==> src/rtl/vga_wbm_arbiter_if.sv <==
// Bundle of the two fetch-requester ports and the Wishbone master pins
// around the VGA bus arbiter.
// The arbiter drives the Wishbone side, so it takes the "master" modport.
// The requesters and the Wishbone slave together take the "slave" modport.
interface vga_wbm_arbiter_if;
    // video line-buffer refill requester
    logic        vid_req_i;
    logic [31:0] vid_adr_i;
    logic [7:0]  vid_len_i;
    logic        vid_gnt_o;
    logic        vid_ack_o;
    logic        vid_done_o;
    logic        vid_err_o;

    // colour-lookup-table loader
    logic        clut_req_i;
    logic [31:0] clut_adr_i;
    logic [7:0]  clut_len_i;
    logic        clut_gnt_o;
    logic        clut_ack_o;
    logic        clut_done_o;
    logic        clut_err_o;

    // Wishbone master pins
    logic        wbm_cyc_o;
    logic        wbm_stb_o;
    logic [31:0] wbm_adr_o;
    logic [2:0]  wbm_cti_o;
    logic [1:0]  wbm_bte_o;
    logic        wbm_ack_i;
    logic        wbm_err_i;

    modport master (
        input  vid_req_i, vid_adr_i, vid_len_i,
        output vid_gnt_o, vid_ack_o, vid_done_o, vid_err_o,
        input  clut_req_i, clut_adr_i, clut_len_i,
        output clut_gnt_o, clut_ack_o, clut_done_o, clut_err_o,
        output wbm_cyc_o, wbm_stb_o, wbm_adr_o, wbm_cti_o, wbm_bte_o,
        input  wbm_ack_i, wbm_err_i
    );

    modport slave (
        output vid_req_i, vid_adr_i, vid_len_i,
        input  vid_gnt_o, vid_ack_o, vid_done_o, vid_err_o,
        output clut_req_i, clut_adr_i, clut_len_i,
        input  clut_gnt_o, clut_ack_o, clut_done_o, clut_err_o,
        input  wbm_cyc_o, wbm_stb_o, wbm_adr_o, wbm_cti_o, wbm_bte_o,
        output wbm_ack_i, wbm_err_i
    );
endinterface

==> src/rtl/vga_wbm_arbiter.sv <==
// VGA Wishbone master arbiter.
// Shares the single Wishbone master port between the video refill engine
// (vid) and the CLUT loader (clut). Each grant runs one incrementing burst.
// vid normally wins, but clut is forced through after STARVE_LIMIT
// consecutive vid grants taken while clut was also waiting.
module vga_wbm_arbiter #(
    parameter int STARVE_LIMIT = 4,   // 1..15
    parameter int ADR_STEP     = 4
) (
    input  logic               wb_clk_i,
    input  logic               wb_rst_i,
    vga_wbm_arbiter_if.master  bus
);

    typedef enum logic [1:0] {
        S_IDLE  = 2'd0,
        S_BURST = 2'd1,
        S_DONE  = 2'd2
    } state_t;

    localparam logic [3:0]  LP_LIMIT = 4'(STARVE_LIMIT);
    localparam logic [31:0] LP_STEP  = 32'(ADR_STEP);

    state_t      r_state;
    logic [3:0]  r_starve;      // vid grants taken while clut was pending
    logic [31:0] r_adr;
    logic [7:0]  r_rem;         // beats still to be acked
    logic        r_cyc;
    logic        r_vid_gnt;
    logic        r_clut_gnt;
    logic        r_vid_done;
    logic        r_clut_done;
    logic        r_vid_err;
    logic        r_clut_err;

    logic        w_any_req;
    logic        w_grant_clut;
    logic [31:0] w_grant_adr;
    logic [7:0]  w_grant_len;
    logic [7:0]  w_grant_rem;
    logic        w_beat_ack;
    logic        w_last;
    logic        w_unused;

    // Address bits [1:0] are word-alignment don't-cares.
    assign w_unused = ^{bus.vid_adr_i[1:0], bus.clut_adr_i[1:0]};

    assign w_any_req = bus.vid_req_i | bus.clut_req_i;

    // clut wins when it is alone, or when vid has used up its starvation budget.
    // The counter never passes the limit, so >= behaves like ==.
    assign w_grant_clut = bus.clut_req_i & (~bus.vid_req_i | (r_starve >= LP_LIMIT));
    assign w_grant_adr  = w_grant_clut ? {bus.clut_adr_i[31:2], 2'b00}
                                       : {bus.vid_adr_i[31:2], 2'b00};
    assign w_grant_len  = w_grant_clut ? bus.clut_len_i : bus.vid_len_i;
    assign w_grant_rem  = (w_grant_len == 8'd0) ? 8'd1 : w_grant_len;

    // An error on the same beat as an ack kills the ack.
    assign w_beat_ack = bus.wbm_ack_i & ~bus.wbm_err_i;
    assign w_last     = (r_rem == 8'd1);

    // Arbitration, burst sequencing and completion pulses.
    always_ff @(posedge wb_clk_i or posedge wb_rst_i) begin
        if (wb_rst_i) begin
            r_state     <= S_IDLE;
            r_starve    <= 4'd0;
            r_adr       <= 32'd0;
            r_rem       <= 8'd0;
            r_cyc       <= 1'b0;
            r_vid_gnt   <= 1'b0;
            r_clut_gnt  <= 1'b0;
            r_vid_done  <= 1'b0;
            r_clut_done <= 1'b0;
            r_vid_err   <= 1'b0;
            r_clut_err  <= 1'b0;
        end else begin
            case (r_state)
                S_IDLE: begin
                    if (w_any_req) begin
                        r_state    <= S_BURST;
                        r_cyc      <= 1'b1;
                        r_vid_gnt  <= ~w_grant_clut;
                        r_clut_gnt <= w_grant_clut;
                        r_adr      <= w_grant_adr;
                        r_rem      <= w_grant_rem;
                        if (w_grant_clut)
                            r_starve <= 4'd0;
                        else if (bus.clut_req_i)
                            r_starve <= r_starve + 4'd1;
                    end
                end

                S_BURST: begin
                    if (bus.wbm_err_i) begin
                        r_state     <= S_DONE;
                        r_cyc       <= 1'b0;
                        r_vid_gnt   <= 1'b0;
                        r_clut_gnt  <= 1'b0;
                        r_vid_done  <= r_vid_gnt;
                        r_clut_done <= r_clut_gnt;
                        r_vid_err   <= r_vid_gnt;
                        r_clut_err  <= r_clut_gnt;
                    end else if (bus.wbm_ack_i) begin
                        r_adr <= r_adr + LP_STEP;
                        r_rem <= r_rem - 8'd1;
                        if (w_last) begin
                            r_state     <= S_DONE;
                            r_cyc       <= 1'b0;
                            r_vid_gnt   <= 1'b0;
                            r_clut_gnt  <= 1'b0;
                            r_vid_done  <= r_vid_gnt;
                            r_clut_done <= r_clut_gnt;
                        end
                    end
                end

                S_DONE: begin
                    r_state     <= S_IDLE;
                    r_vid_done  <= 1'b0;
                    r_clut_done <= 1'b0;
                    r_vid_err   <= 1'b0;
                    r_clut_err  <= 1'b0;
                end

                default: begin
                    r_state <= S_IDLE;
                    r_cyc   <= 1'b0;
                end
            endcase
        end
    end

    assign bus.wbm_cyc_o = r_cyc;
    assign bus.wbm_stb_o = r_cyc;
    assign bus.wbm_adr_o = r_adr;
    assign bus.wbm_cti_o = r_cyc ? (w_last ? 3'b111 : 3'b010) : 3'b000;
    assign bus.wbm_bte_o = 2'b00;

    assign bus.vid_gnt_o   = r_vid_gnt;
    assign bus.clut_gnt_o  = r_clut_gnt;
    // Beat acks pass straight through so the owner can capture wbm_dat_i.
    assign bus.vid_ack_o   = r_vid_gnt  & w_beat_ack;
    assign bus.clut_ack_o  = r_clut_gnt & w_beat_ack;
    assign bus.vid_done_o  = r_vid_done;
    assign bus.clut_done_o = r_clut_done;
    assign bus.vid_err_o   = r_vid_err;
    assign bus.clut_err_o  = r_clut_err;

endmodule

==> src/flat_wrapper.sv <==
// flat-port wrapper written by rule: the top's interface ports become plain ports
module vga_wbm_arbiter_flat 
#(
    parameter int STARVE_LIMIT = 4,           
    parameter int ADR_STEP     = 4
)
  (wb_clk_i, wb_rst_i, bus_vid_req_i, bus_vid_adr_i, bus_vid_len_i, bus_vid_gnt_o, bus_vid_ack_o, bus_vid_done_o, bus_vid_err_o, bus_clut_req_i, bus_clut_adr_i, bus_clut_len_i, bus_clut_gnt_o, bus_clut_ack_o, bus_clut_done_o, bus_clut_err_o, bus_wbm_cyc_o, bus_wbm_stb_o, bus_wbm_adr_o, bus_wbm_cti_o, bus_wbm_bte_o, bus_wbm_ack_i, bus_wbm_err_i);
  vga_wbm_arbiter_if bus_i ();
  input  logic wb_clk_i;
  input  logic wb_rst_i;
  input wire logic [$bits(bus_i.vid_req_i)-1:0] bus_vid_req_i;
  input wire logic [$bits(bus_i.vid_adr_i)-1:0] bus_vid_adr_i;
  input wire logic [$bits(bus_i.vid_len_i)-1:0] bus_vid_len_i;
  output wire logic [$bits(bus_i.vid_gnt_o)-1:0] bus_vid_gnt_o;
  output wire logic [$bits(bus_i.vid_ack_o)-1:0] bus_vid_ack_o;
  output wire logic [$bits(bus_i.vid_done_o)-1:0] bus_vid_done_o;
  output wire logic [$bits(bus_i.vid_err_o)-1:0] bus_vid_err_o;
  input wire logic [$bits(bus_i.clut_req_i)-1:0] bus_clut_req_i;
  input wire logic [$bits(bus_i.clut_adr_i)-1:0] bus_clut_adr_i;
  input wire logic [$bits(bus_i.clut_len_i)-1:0] bus_clut_len_i;
  output wire logic [$bits(bus_i.clut_gnt_o)-1:0] bus_clut_gnt_o;
  output wire logic [$bits(bus_i.clut_ack_o)-1:0] bus_clut_ack_o;
  output wire logic [$bits(bus_i.clut_done_o)-1:0] bus_clut_done_o;
  output wire logic [$bits(bus_i.clut_err_o)-1:0] bus_clut_err_o;
  output wire logic [$bits(bus_i.wbm_cyc_o)-1:0] bus_wbm_cyc_o;
  output wire logic [$bits(bus_i.wbm_stb_o)-1:0] bus_wbm_stb_o;
  output wire logic [$bits(bus_i.wbm_adr_o)-1:0] bus_wbm_adr_o;
  output wire logic [$bits(bus_i.wbm_cti_o)-1:0] bus_wbm_cti_o;
  output wire logic [$bits(bus_i.wbm_bte_o)-1:0] bus_wbm_bte_o;
  input wire logic [$bits(bus_i.wbm_ack_i)-1:0] bus_wbm_ack_i;
  input wire logic [$bits(bus_i.wbm_err_i)-1:0] bus_wbm_err_i;
  assign bus_i.vid_req_i = bus_vid_req_i;
  assign bus_i.vid_adr_i = bus_vid_adr_i;
  assign bus_i.vid_len_i = bus_vid_len_i;
  assign bus_vid_gnt_o = bus_i.vid_gnt_o;
  assign bus_vid_ack_o = bus_i.vid_ack_o;
  assign bus_vid_done_o = bus_i.vid_done_o;
  assign bus_vid_err_o = bus_i.vid_err_o;
  assign bus_i.clut_req_i = bus_clut_req_i;
  assign bus_i.clut_adr_i = bus_clut_adr_i;
  assign bus_i.clut_len_i = bus_clut_len_i;
  assign bus_clut_gnt_o = bus_i.clut_gnt_o;
  assign bus_clut_ack_o = bus_i.clut_ack_o;
  assign bus_clut_done_o = bus_i.clut_done_o;
  assign bus_clut_err_o = bus_i.clut_err_o;
  assign bus_wbm_cyc_o = bus_i.wbm_cyc_o;
  assign bus_wbm_stb_o = bus_i.wbm_stb_o;
  assign bus_wbm_adr_o = bus_i.wbm_adr_o;
  assign bus_wbm_cti_o = bus_i.wbm_cti_o;
  assign bus_wbm_bte_o = bus_i.wbm_bte_o;
  assign bus_i.wbm_ack_i = bus_wbm_ack_i;
  assign bus_i.wbm_err_i = bus_wbm_err_i;
  vga_wbm_arbiter #(.STARVE_LIMIT(STARVE_LIMIT), .ADR_STEP(ADR_STEP)) u_core (.wb_clk_i(wb_clk_i), .wb_rst_i(wb_rst_i), .bus(bus_i));
endmodule
==> config.mk <==
export PLATFORM = sky130hd
export DESIGN_NAME = vga_wbm_arbiter_flat
export DESIGN_NICKNAME = d
export VERILOG_FILES = /design/src/rtl/vga_wbm_arbiter_if.sv /design/src/rtl/vga_wbm_arbiter.sv /design/src/flat_wrapper.sv
export SDC_FILE = /design/constraint.sdc
export NUM_CORES = 1
export LEC_CHECK = 0
export BUFFER_PORTS_ARGS = -buffer_cell sky130_fd_sc_hd__buf_2
export CAP_MARGIN = 10
export CORE_MARGIN = 3
export CORE_UTILIZATION = 50
export CTS_CLUSTER_SIZE = 14
export DETAILED_ROUTE_END_ITERATION = 6
export GPL_ROUTABILITY_DRIVEN = 1
export PLACE_DENSITY = 0.83
export SYNTH_ARGS = -nofsm -noshare
export SYNTH_HDL_FRONTEND = slang
export SYNTH_SLANG_ARGS = --single-unit
==> constraint.sdc <==
create_clock -name wb_clk_i -period 2.9 [get_ports wb_clk_i]
set_clock_uncertainty 0.1 [all_clocks]
set_input_delay 0.29 -clock wb_clk_i [delete_from_list [all_inputs] [get_ports wb_clk_i]]
set_output_delay 0.29 -clock wb_clk_i [all_outputs]
set_load 0.1 [all_outputs]
# Word-level counts from Yosys, hierarchy flattened
# Cells that the tools add are included.
[totals] out_inout_bits=47 ramBits=0 register_bits=53 rom_bits=0 memories=0 latchBits=0
[op_classes] muxes=41 order_cmp=1 add_sub_neg=3 shift=0 reduce_logical=12 div=0 n_mul=0 bitwise_logic=10 eq_ne=9
[ops] cell="two-way mux 32 bit" count=4
[ops] cell="case mux 32 bit (2 select lines)" count=1
[ops] cell="two-way mux 8 bit" count=5
[ops] cell="adder 32 x 3 -> 32 bit, second input constant" count=1
[ops] cell="case mux 8 bit (2 select lines)" count=1
[ops] cell="two-way mux 1 bit" count=14
[ops] cell="case mux 1 bit (2 select lines)" count=6
[ops] cell="AND reduction 4 bit" count=3
[ops] cell="AND reduction 3 bit" count=3
[ops] cell="== test 8 x 1 -> 1 bit, second input constant" count=1
[ops] cell="zero test 8 bit" count=1
[ops] cell="two-way mux 2 bit" count=4
[ops] cell="two-way mux 4 bit" count=2
[ops] cell="subtractor 8 x 1 -> 8 bit, second input constant" count=1
[ops] cell="two-way mux 3 bit" count=2
[ops] cell="!= test 2 bit, second input constant" count=3
[ops] cell="nonzero test 2 bit" count=3
[ops] cell="adder 4 x 1 -> 4 bit, second input constant" count=1
[ops] cell="bitwise AND 1 bit" count=4
[ops] cell="greater-or-equal comparator 4 x 3 -> 1 bit, second input constant" count=1
[ops] cell="inverter 1 bit" count=4
[ops] cell="case mux 2 bit (2 select lines)" count=1
[ops] cell="!= test 3 x 2 -> 1 bit, second input constant" count=1
[ops] cell="!= test 3 bit, second input constant" count=1
[ops] cell="other kinds (7)" count=8

# Longest topological paths before layout
[depth] depth_word=8 depth_mapped=9

# Worst setup path before layout
# No wires, ideal clock.
[synth_path] path_type="register -> register" start="reg u_core.r_adr[2], in the netlist u_core.bus.wbm_adr_o[2]" end="reg u_core.r_adr[28], in the netlist u_core.bus.wbm_adr_o[28]" setup_slack_ps=96 required_ps=2663 t_arrival_ps=2567 stages_incl_launch_ff=7 period_less_slack_ps=2804 cell_sequence="dfrtp_1 ha_1 nand4_1 or4_1 nor3b_2 mux2i_1 a21oi_1"
[synth_via] elab_chain_cells=4
[synth_rtl] element="start: declaration" line_no="vga_wbm_arbiter.sv:26" text="logic [31:0] r_adr;"
[synth_rtl] element="start signal: assignment" line_no="vga_wbm_arbiter.sv:84" text="r_adr <= w_grant_adr;"
[synth_rtl] element="start signal: assignment" line_no="vga_wbm_arbiter.sv:104" text="r_adr <= r_adr + LP_STEP;"
[synth_rtl] element="adder 32 x 3 -> 32 bit" line_no="vga_wbm_arbiter.sv:104"
[synth_rtl] element="two-way mux 32 bit" line_no="vga_wbm_arbiter.sv:103" text="end else if (bus.wbm_ack_i) begin"
[synth_rtl] element="two-way mux 32 bit" line_no="vga_wbm_arbiter.sv:94" text="if (bus.wbm_err_i) begin"
[synth_rtl] element="case mux 32 bit (2 select lines)" line_no="vga_wbm_arbiter.sv:77" text="case (r_state)"
# No other way between the ends. The select of a mux whose other input is x is not followed.
# A chain may end at the register's enable or synchronous reset.

# Worst setup path after layout
[layout_path] start="reg u_core.r_state[0]" end="reg u_core.r_adr[23], in the netlist u_core.bus.wbm_adr_o[23]"
[layout_via] elab_chain_cells=3
[layout_rtl] element="start: declaration" line_no="vga_wbm_arbiter.sv:24" text="state_t r_state;"
[layout_rtl] element="start signal: assignment" line_no="vga_wbm_arbiter.sv:65" text="r_state <= S_IDLE;"
[layout_rtl] element="start signal: assignment" line_no="vga_wbm_arbiter.sv:80" text="r_state <= S_BURST;"
[layout_rtl] element="start signal: assignment" line_no="vga_wbm_arbiter.sv:95" text="r_state <= S_DONE;"
[layout_rtl] element="== test 2 x 1 -> 1 bit or zero test 2 bit (tied branches)" line_no="vga_wbm_arbiter.sv:77"
[layout_rtl] element="!= test 2 bit (no source line), or another cell as far along"
[layout_rtl] element="AND reduction 4 bit (no source line)"
# Parallel ways exist; a longest one is shown, timed or not.

==> results.json <==
{
  "status": "finished clean",
  "worst_pin_slew_ns": 1.07,
  "final_antenna_net_count": 0,
  "worstSkewPairLatency_ns": 0.32,
  "timing.setup.tns_ns": 0,
  "critPathMaxStageDelay_ns": 0.46,
  "cts_inserted_buffers": 5,
  "synth-async-reset-ratio_pct": 100,
  "yosys_register_bits": 51,
  "synth-edff-count": 0,
  "total_wire_length_after_detailed_routing_um": 10400,
  "cap_violations": 0,
  "cts.repair_timing.setup_buffer_count": 0,
  "ctsHoldBuffers": 0,
  "layout.nets": 631,
  "cp-end-kind": "flip-flop",
  "wl_met3_um": 818,
  "postCtsResizedCells": 0,
  "netlist_top_cells_count": "sky130_fd_sc_hd__nand2_1, sky130_fd_sc_hd__dfrtp_1, sky130_fd_sc_hd__a21oi_1, sky130_fd_sc_hd__mux2_2, sky130_fd_sc_hd__o21ai_0",
  "maximum_fanout_encountered_on_the_critical_timing_path": 10,
  "kind_of_launch_point_of_the_worst_setup_path": "flip-flop",
  "first_pass_iters": 5,
  "relSlewSlack_pct": 28.8,
  "finalWeightedCongestion": 0.848,
  "drt-met1-wl_um": 4240,
  "final_count_of_hold_timing_violations": 0,
  "layout-area-overhead-vs-synth_pct": 20.9,
  "rows": 30,
  "yosys_warnings": 0,
  "grt_pass1_vias": 3511,
  "grt_overflow_total": 0,
  "share_of_the_yosys_chip_area_belonging_to_registers_pct": 35.4,
  "worst_path_max_delay_cell": "sky130_fd_sc_hd__or3b_1",
  "final_period_minus_worst_setup_slack_ns": 2.53,
  "worst-setup-path-type": "flip-flop to flip-flop",
  "final_max_slew_viol_count": 0,
  "worstPathBufferInverterCount": 1,
  "synth_largest_type_area_fraction_pct": 35.4,
  "pin_count": 133,
  "tritoncts": "done",
  "timing.final.ws_setup_ns": 0.373,
  "critPathRequiredTime_ns": 3.01,
  "floorplan.die.width_um": 90.9,
  "drive_gt1_share_pct": 32.9,
  "detail_route.wl_per_cell_um": 16.4,
  "timing.final.setup_violations": 0,
  "drcViolationCount": 0,
  "family_of_cells_with_the_greatest_summed_delay_on_the_critical_path": "simple AND/OR/NAND/NOR gates",
  "cts_root_buf": "sky130_fd_sc_hd__clkbuf_8",
  "crit_chain": "inv_1 > ha_1 > or3b_1 > o21a_1 > nand2_1 > o32ai_1 > a221o_1",
  "synth_flop_cell": "sky130_fd_sc_hd__dfrtp_1",
  "wl_met2_um": 5160,
  "maxClockFrequency_mhz": 396,
  "topRoutingLayerUsed": "met4",
  "critical_path_at_ns": 2.64,
  "synth.most_common_cell": "sky130_fd_sc_hd__nand2_1",
  "synthCells": 427,
  "grt_first_pass_wirelength_um": 16900,
  "cts_max_level": 2,
  "floorplan.initialDensity_pct": 52.2,
  "design.die.area_um2": 8270,
  "timing.hold.worst.class": "input pin to asynchronous set/reset pin",
  "post-synth-top-area-cell": "sky130_fd_sc_hd__dfrtp_1",
  "cts.sinks": 51,
  "floorplan.core_area_um2": 6910,
  "dr_total_vias": 3840,
  "track_usage_pct": 24.7,
  "port-buffer-count": 124,
  "syn-mean-instance-area_um2": 8.44,
  "synth_cell_types": 62,
  "yosys-top-cells-area": "sky130_fd_sc_hd__dfrtp_1, sky130_fd_sc_hd__mux2_2, sky130_fd_sc_hd__nand2_1",
  "clk_transition_reported_paths_ns": 0.10,
  "grt_start_max_net_pins": 52,
  "initial_antenna_violation_count": 0,
  "cts_buffer_depth": 2,
  "dp_hpwl_um": 7670,
  "grt_setup_unrepaired": "no",
  "antennaDiodeCount": 0,
  "place_worst_setup_slack_ns": 0.414,
  "period_share_pct": 87.1,
  "dr.first_iter.drc_count": 371,
  "detail_route.vias_per_cell": 6.06,
  "mappedNetlistArea_um2": 3610,
  "die_height_um": 90.9
}
path summary, 6_finish.rpt:
| kind | startpoint | to | slack [ns] | cells after the start |
|---|---|---|---|---|
| worst max register to register | u_core.r_state[0]$_DFFE_PP0P_ | u_core.bus.wbm_adr_o[23]$_DFFE_PP0P_ | 0.37 | 7 |
| max in group asynchronous | wb_rst_i | u_core.r_rem[4]$_DFFE_PP0P_ | 1.89 | 2 |
| worst min register to register | u_core.r_starve[3]$_DFFE_PP0P_ | u_core.r_starve[3]$_DFFE_PP0P_ | 0.41 | 1 |
| worst max-delay path | u_core.r_state[0]$_DFFE_PP0P_ | u_core.bus.wbm_adr_o[23]$_DFFE_PP0P_ | 0.37 | 7 |
| min in group wb_clk_i | bus_clut_adr_i[12] | u_core.bus.wbm_adr_o[12]$_DFFE_PP0P_ | 0.18 | 3 |
| worst min-delay path | wb_rst_i | u_core.bus.clut_done_o$_DFFE_PP0P_ | 0.12 | 2 |
stage by stage:
step	utilization (%)	area [µm²]	hold slack (ns)	instances
3_5_place_dp	61.8	4270	0.383	626
5_1_grt	63.1	4360	0.219	634
6_report	63.1	4360	0.121	634
3_3_place_gp	61.8	4270	0.361	626
4_1_cts	63.1	4360	0.176	634
2_1_floorplan	-	3620	0.343	430
registers in the layout (all words and copies together) (netlist names), 2 cells and up:
signal,flops
u_core.r_starve,4
u_core.r_rem,8
u_core.r_state,2
u_core.bus.wbm_adr_o,30
area by class of cell:
cell class	instances	area, µm²
clock buffers	5	68.8
fillers	621	2550
flip-flops and latches	51	1280
clock inverters	3	20.0
multi-input cells	335	2140
inverters	10	37.5
well taps	96	120
repair buffers	134	696
worst register-to-register path: cells and delay by family, from the launching register on:
family	cells	cell delay (ns)
buf+inv	1	0.11
compound gates	3	0.63
fa+ha+maj	1	0.36
flops	1	0.42
simple gates	2	0.82
cells in the final DEF, fill, tap and decap left out, types with 3 or more instances in the layout:
master                     instances
sky130_fd_sc_hd__o21ai_1           6
sky130_fd_sc_hd__nor3_1           15
sky130_fd_sc_hd__buf_2           124
sky130_fd_sc_hd__mux2i_1           8
sky130_fd_sc_hd__or4_1             3
sky130_fd_sc_hd__and3_1           17
sky130_fd_sc_hd__o21a_1            4
sky130_fd_sc_hd__nand3_1          21
sky130_fd_sc_hd__nand4_1          12
sky130_fd_sc_hd__ha_1              7
sky130_fd_sc_hd__and4_1            3
sky130_fd_sc_hd__a21oi_1          29
sky130_fd_sc_hd__nor4_1            5
sky130_fd_sc_hd__and2_1            5
sky130_fd_sc_hd__dfrtp_1          51
sky130_fd_sc_hd__buf_4            10
sky130_fd_sc_hd__or3_1             3
sky130_fd_sc_hd__conb_1            4
sky130_fd_sc_hd__o211a_1           3
sky130_fd_sc_hd__nor3b_1           3
sky130_fd_sc_hd__mux2_2           23
sky130_fd_sc_hd__a211oi_1          5
sky130_fd_sc_hd__o21ai_0          23
sky130_fd_sc_hd__inv_1             9
sky130_fd_sc_hd__a311oi_1          3
sky130_fd_sc_hd__nand2_1          51
sky130_fd_sc_hd__nor2_1           22
sky130_fd_sc_hd__clkbuf_8          5
sky130_fd_sc_hd__o22ai_1          12
sky130_fd_sc_hd__o221ai_1          3
metal layers:
layer	track usage, %	vias up
li1	-	1809
met1	32.9	1813
met2	41.3	200
met3	4.08	18
met4	6.91	0
met5	0	-
kinds of logic (layout without fill, tap and decap cells):
family / count (synthesis) / in the layout / share of synthesized area [%]
and+or+nand+nor: 177 / 177 / 25.9
AOI/OAI and AO/OA: 115 / 115 / 20.6
DFF: 51 / 51 / 35.4
buffers and inverters: 44 / 152 / 5.83
muxes: 31 / 31 / 9.40
adders and majority gates: 8 / 8 / 2.78
other: 1 / 4 / 0.104
Power is left out: the tool's default activity adds up to more than one toggle a clock period on the data nets, which glitch-free logic cannot reach.
